[config.mk]
export PLATFORM = sky130hd
export DESIGN_NAME = systolic_pe_mm
export DESIGN_NICKNAME = d
export VERILOG_FILES = /design/src/rtl/systolic_pkg.sv /design/src/rtl/systolic_sat_add.sv /design/src/rtl/systolic_pe_mm.sv
export SDC_FILE = /design/constraint.sdc
export NUM_CORES = 1
export LEC_CHECK = 0
export CORE_MARGIN = 3
export CORE_UTILIZATION = 45
export DETAILED_ROUTE_END_ITERATION = 7
export PLACE_DENSITY = 0.67
export SLEW_MARGIN = 20
export SYNTH_ARGS = -nofsm -noshare
export SYNTH_HDL_FRONTEND = slang
export SYNTH_HIERARCHICAL = 1
export SYNTH_SLANG_ARGS = --single-unit
[constraint.sdc]
create_clock -name clk -period 11.5 [get_ports clk]
set_input_delay 2.3 -clock clk [delete_from_list [all_inputs] [get_ports clk]]
set_output_delay 2.3 -clock clk [all_outputs]
set_load 0.1 [all_outputs]
[src/rtl/systolic_pkg.sv]
// Shared types and constants for the systolic processing element family.
package systolic_pkg;

    typedef enum logic {
        MODE_WS = 1'b0,
        MODE_OS = 1'b1
    } pe_mode_e;

    typedef enum logic [1:0] {
        OS_RUN     = 2'd0,
        OS_CAPTURE = 2'd1,
        OS_SHIFT   = 2'd2
    } os_state_e;

    // Largest positive value of a w-bit two's-complement number (w <= 64).
    function automatic longint acc_max(input int w);
        return (longint'(1) <<< (w - 1)) - longint'(1);
    endfunction

    // Most negative value of a w-bit two's-complement number (w <= 64).
    function automatic longint acc_min(input int w);
        return -(longint'(1) <<< (w - 1));
    endfunction

endpackage

[src/rtl/systolic_sat_add.sv]
// Combinational signed adder with optional clamp on overflow.
module systolic_sat_add
    import systolic_pkg::*;
#(
    parameter int ACC_W  = 32,
    parameter int SAT_EN = 1
) (
    input  logic [ACC_W-1:0] i_a,
    input  logic [ACC_W-1:0] i_b,
    output logic [ACC_W-1:0] o_sum,
    output logic             o_ovf
);

    localparam logic [ACC_W-1:0] MAX_V = ACC_W'(acc_max(ACC_W));
    localparam logic [ACC_W-1:0] MIN_V = ACC_W'(acc_min(ACC_W));

    logic [ACC_W:0] w_full;

    // One guard bit: guard disagreeing with the result MSB means the true sum left the range
    always_comb begin
        w_full = {i_a[ACC_W-1], i_a} + {i_b[ACC_W-1], i_b};
        o_ovf  = w_full[ACC_W] ^ w_full[ACC_W-1];
        if (o_ovf && (SAT_EN != 0))
            o_sum = w_full[ACC_W] ? MIN_V : MAX_V;
        else
            o_sum = w_full[ACC_W-1:0];
    end

endmodule

[src/rtl/systolic_pe_mm.sv]
// Dual-mode systolic PE: weight-stationary MAC with double-buffered weight,
// or output-stationary accumulator that drains down the partial-sum chain.
//
// OS state   | meaning
// OS_RUN     | accumulating; first drain_in cycle captures acc onto ps_out
// OS_CAPTURE | acc was captured last cycle; drain_in continues into shifting
// OS_SHIFT   | forwarding ps_in (upstream drain data) onto ps_out
module systolic_pe_mm
    import systolic_pkg::*;
#(
    parameter int DATA_W = 8,
    parameter int ACC_W  = 32,
    parameter int SAT_EN = 1
) (
    input  logic              clk,
    input  logic              rst_n,
    input  logic              mode_i,
    input  logic              valid_in,
    input  logic [DATA_W-1:0] a_in,
    input  logic [DATA_W-1:0] b_in,
    input  logic [ACC_W-1:0]  ps_in,
    input  logic [DATA_W-1:0] w_in,
    input  logic              w_shift,
    input  logic              w_swap,
    input  logic              acc_clr,
    input  logic              drain_in,
    output logic              valid_out,
    output logic [DATA_W-1:0] a_out,
    output logic [DATA_W-1:0] b_out,
    output logic [ACC_W-1:0]  ps_out,
    output logic [DATA_W-1:0] w_out,
    output logic              drain_out,
    output logic              ovf
);

    if (ACC_W < 2*DATA_W + 1) begin : g_bad_acc_w
        $error("systolic_pe_mm: ACC_W must be at least 2*DATA_W+1");
    end

    pe_mode_e          w_mode;
    logic              w_mode_chg;
    logic [DATA_W-1:0] w_op;
    logic [2*DATA_W-1:0] w_a_ext, w_op_ext, w_prod;
    logic [ACC_W-1:0]  w_p_ext;
    logic [ACC_W-1:0]  w_add_in;
    logic [ACC_W-1:0]  w_sum;
    logic              w_sum_ovf;

    logic              r_mode_q;
    os_state_e         r_state;
    logic [ACC_W-1:0]  r_acc;
    logic [ACC_W-1:0]  r_ps_out;
    logic [DATA_W-1:0] r_w_sh, r_w_act;
    logic [DATA_W-1:0] r_a_out, r_b_out;
    logic              r_valid_out, r_drain_out, r_ovf;

    // Operand select and sign-extended product; one adder shared between ps_in and acc
    always_comb begin
        w_mode     = pe_mode_e'(mode_i);
        w_mode_chg = mode_i ^ r_mode_q;
        w_op       = (w_mode == MODE_OS) ? b_in : r_w_act;
        w_a_ext    = {{DATA_W{a_in[DATA_W-1]}}, a_in};
        w_op_ext   = {{DATA_W{w_op[DATA_W-1]}}, w_op};
        w_prod     = w_a_ext * w_op_ext;
        w_p_ext    = {{(ACC_W-2*DATA_W){w_prod[2*DATA_W-1]}}, w_prod};
        w_add_in   = (w_mode == MODE_OS) ? r_acc : ps_in;
    end

    systolic_sat_add #(
        .ACC_W  (ACC_W),
        .SAT_EN (SAT_EN)
    ) u_sat_add (
        .i_a   (w_add_in),
        .i_b   (w_p_ext),
        .o_sum (w_sum),
        .o_ovf (w_sum_ovf)
    );

    // Datapath, weight chain and OS drain FSM
    always_ff @(posedge clk or negedge rst_n) begin
        if (!rst_n) begin
            r_mode_q    <= 1'b0;
            r_state     <= OS_RUN;
            r_acc       <= '0;
            r_ps_out    <= '0;
            r_w_sh      <= '0;
            r_w_act     <= '0;
            r_a_out     <= '0;
            r_b_out     <= '0;
            r_valid_out <= 1'b0;
            r_drain_out <= 1'b0;
            r_ovf       <= 1'b0;
        end else begin
            r_mode_q    <= mode_i;
            r_valid_out <= valid_in & ~drain_in;
            if (valid_in && !drain_in) begin
                r_a_out <= a_in;
                r_b_out <= b_in;
            end
            if (w_shift) r_w_sh  <= w_in;
            if (w_swap)  r_w_act <= r_w_sh;

            if (w_mode_chg) begin
                r_acc       <= '0;
                r_ovf       <= 1'b0;
                r_state     <= OS_RUN;
                r_drain_out <= 1'b0;
            end else if (w_mode == MODE_WS) begin
                r_state     <= OS_RUN;
                r_drain_out <= 1'b0;
                if (valid_in) begin
                    r_ps_out <= w_sum;
                    if (w_sum_ovf) r_ovf <= 1'b1;
                end
            end else begin
                case (r_state)
                    OS_RUN: begin
                        if (drain_in) begin
                            r_ps_out    <= r_acc;
                            r_acc       <= '0;
                            r_drain_out <= 1'b1;
                            r_state     <= OS_CAPTURE;
                        end else if (acc_clr) begin
                            r_acc <= valid_in ? w_p_ext : '0;
                            r_ovf <= 1'b0;
                        end else if (valid_in) begin
                            r_acc <= w_sum;
                            if (w_sum_ovf) r_ovf <= 1'b1;
                        end
                    end
                    default: begin
                        if (drain_in) begin
                            r_ps_out    <= ps_in;
                            r_drain_out <= 1'b1;
                            r_state     <= OS_SHIFT;
                        end else begin
                            r_drain_out <= 1'b0;
                            r_state     <= OS_RUN;
                        end
                    end
                endcase
            end
        end
    end

    assign valid_out = r_valid_out;
    assign a_out     = r_a_out;
    assign b_out     = r_b_out;
    assign ps_out    = r_ps_out;
    assign w_out     = r_w_sh;
    assign drain_out = r_drain_out;
    assign ovf       = r_ovf;

endmodule

==> impl_metrics.json <==
{
  "synthArstFlopShare_pct": 100.0,
  "path_class": "primary input to register",
  "io_pins": 123,
  "final_layout_size_suffix_gt1_share_pct": 12.24,
  "rsz0062_at_grt": "false",
  "antenna_found_initial": 0,
  "crit_buf_inv": 7,
  "synth.avg_cell_area_um2": 8.894,
  "clock-sinks": 102,
  "grt_usage_pct": 21.28,
  "hp-class": "register to register",
  "worstHoldStart": "ps_out[17]$_DFFE_PN0P_",
  "grt_max_degree": 67,
  "final-max-slew-violation-count": 0,
  "drc_errors": 0,
  "synthCells": 1078,
  "grt_pass1_wl_um": 41230,
  "setup_viol": 0,
  "fillCellCount": 1955,
  "syn-cell-area_um2": 9588,
  "ant_nets": 0,
  "die_y_um": 152.0,
  "cts_tree": "done",
  "place_congestion": 0.9137,
  "worstSetupStartpointType": "primary input",
  "io_buffers": 122,
  "crit_required_ns": 11.75,
  "fin_tns_setup_ns": 0,
  "htreeDepth": 3,
  "reg2reg_depth": 28,
  "outcome": "finished, final reports clean",
  "area_delta_synth_final_pct": 17.34,
  "cts_max_path_buffers": 2,
  "coreArea_um2": 20560,
  "clock-root-buffer": "clkbuf_16",
  "worst_slew_pin_slew_ns": 1.002,
  "fin_hold_ws_ns": 0.4810,
  "floorplan.rows": 52,
  "min_to": "ps_out[17]$_DFFE_PN0P_",
  "cts_buffers": 9,
  "min_period_over_period_pct": 87.22,
  "cpLargestDelayFamily": "adder cells",
  "crit_path_end_kind": "register",
  "cap_violations": 0,
  "dpl.hpwl_um": 18480,
  "clock_skew_ns": 0.009833,
  "synthesis.nets": 1261,
  "synth_seq_cells": 102,
  "hold_buffers": 0,
  "crit_top_cell": "inv_1",
  "cp_slowest_cell": "mux2i_1",
  "dieWidth_um": 152.0,
  "reg2reg_to": "r_acc[10]$_DFFE_PN0P_",
  "cp_slowest_stage_delay_ns": 0.60,
  "final_nets": 1346,
  "clkTransAtPathRegs_ns": 0.08,
  "crit_path_max_fanout": 18,
  "vias": 8001,
  "synth_edf_count": 0,
  "finalWirelength_um": 24690,
  "die-area_um2": 23090,
  "hold_viol": 0,
  "cts.repair.resized": 0,
  "ys_seq_area_share_pct": 26.62,
  "fin_crit_ns": 10.03,
  "r2r_setup_slack_ns": 3.49,
  "worstReg2RegStart": "r_w_act[0]$_DFFE_PN0P_",
  "firstDrtPassIters": 5,
  "fmax_mhz": 99.69,
  "max_slew_margin_pct": 33.00,
  "drtIter0Drc": 283,
  "start_util_pct": 46.63,
  "vias_per_cell": 5.564,
  "overflow": 0,
  "cp.arrival_ns": 10.28,
  "layout_common_cells": "nand2_1, a21oi_1, clkdlybuf4s50_1, dfrtp_1, inv_1",
  "worst_skew_pair.late_latency_ns": 0.36,
  "grt_pass1_vias": 8217,
  "final_common_cell": "nand2_1",
  "wl_per_cell_um": 17.17,
  "synthFlopType": "dfrtp_1",
  "yosys.cell_types.count": 69,
  "hold_depth": 2,
  "yosys_warnings": 6,
  "post_cts_buffers": 0,
  "insertedDiodeCount": 0
}
## flip-flops by register name (all words and copies together), names as in the netlist
name       cells
r_w_act        8
r_mode_q       1
valid_out      1
w_out          8
a_out          8
r_acc         32
ovf            1
b_out          8
r_state        2
drain_out      1
ps_out        32
## worst max-delay path by stage
stage,startpoint,end,slack [ns],depth (start not counted)
final,b_in[0],r_acc[10]$_DFFE_PN0P_,1.47,29
after global placement,b_in[0],ps_out[8]$_DFFE_PN0P_,1.23,29
after detailed placement,b_in[0],ps_out[8]$_DFFE_PN0P_,1.13,29
after floorplan,mode_i,r_acc[14]$_DFFE_PN0P_,1.36,28
after CTS,b_in[0],r_acc[10]$_DFFE_PN0P_,1.48,29
after global routing,b_in[0],r_acc[3]$_DFFE_PN0P_,0.90,30
## Yosys cell counts (all sizes together) (9+ instances only)
cell    instances  share of area [%]
nor2           27                1.1
and2           25                1.7
xnor2          28                2.6
dfrtp         102                 27
a21oi         123                6.5
xor2           16                1.5
fa             56                 12
nor2b          25                1.6
inv            91                3.6
mux2           71                8.3
buf            15                1.1
a221o          19                2.1
a31oi           9               0.59
ha             63                8.2
clkbuf         41                1.6
o21ai          85                4.7
nand2         155                6.1
a21o           12               0.94
mux2i          13                1.5
nor3            9               0.47
nand3          12               0.63
## final cells by class
| type | count | area [µm²] | share of cell area (%) |
|---|---|---|---|
| Multi-Input combinational cell | 829 | 6455 | 57.37 |
| Sequential cell | 102 | 2552 | 22.69 |
| Timing Repair Buffer | 130 | 1274 | 11.32 |
| Inverter | 91 | 342.8 | 3.047 |
| Tap cell | 270 | 337.8 | 3.003 |
| Clock buffer | 9 | 225.2 | 2.002 |
| Clock inverter | 7 | 63.81 | 0.5672 |
## through the flow
stage / area [µm²] / instances / util [%] / setup slack (ns)
global route: 11250 / 1438 / 54.72 / 0.9044
floorplan: 9588 / 1078 / - / 1.363
detailed placement: 10960 / 1422 / 53.30 / 1.125
global placement: 10960 / 1422 / 53.30 / 1.228
finish: 11250 / 1438 / 54.72 / 1.469
CTS: 11250 / 1438 / 54.70 / 1.478
## worst reg2reg max path: cells and delay by family, from the launching register on
family | cells | cell delay [ns]
xor+xnor | 1 | 0.14
simple gates | 4 | 0.75
buf+inv | 6 | 0.90
fa+ha+maj | 6 | 2.72
flops | 1 | 0.39
mux | 2 | 0.86
compound gates | 9 | 2.15
## routing by layer
metal  vias up  global-route usage [%]  routed length [µm]
met3        32                   3.641                1049
met4         0                   5.009                 439
met2       194                   38.91               12460
met5         -                       0                   0
li1       3893                       -                   -
met1      3882                   26.19               10750
## cell families after synthesis
logic type / synth area share, %
simple gates: 14.04
flops: 26.62
compound gates: 19.27
xor+xnor: 4.098
mux: 9.827
buf+inv: 6.225
fa+ha+maj: 19.91
Power is left out: the tool's default activity adds up to more than one toggle a clock period on the data nets, which glitch-free logic cannot reach.
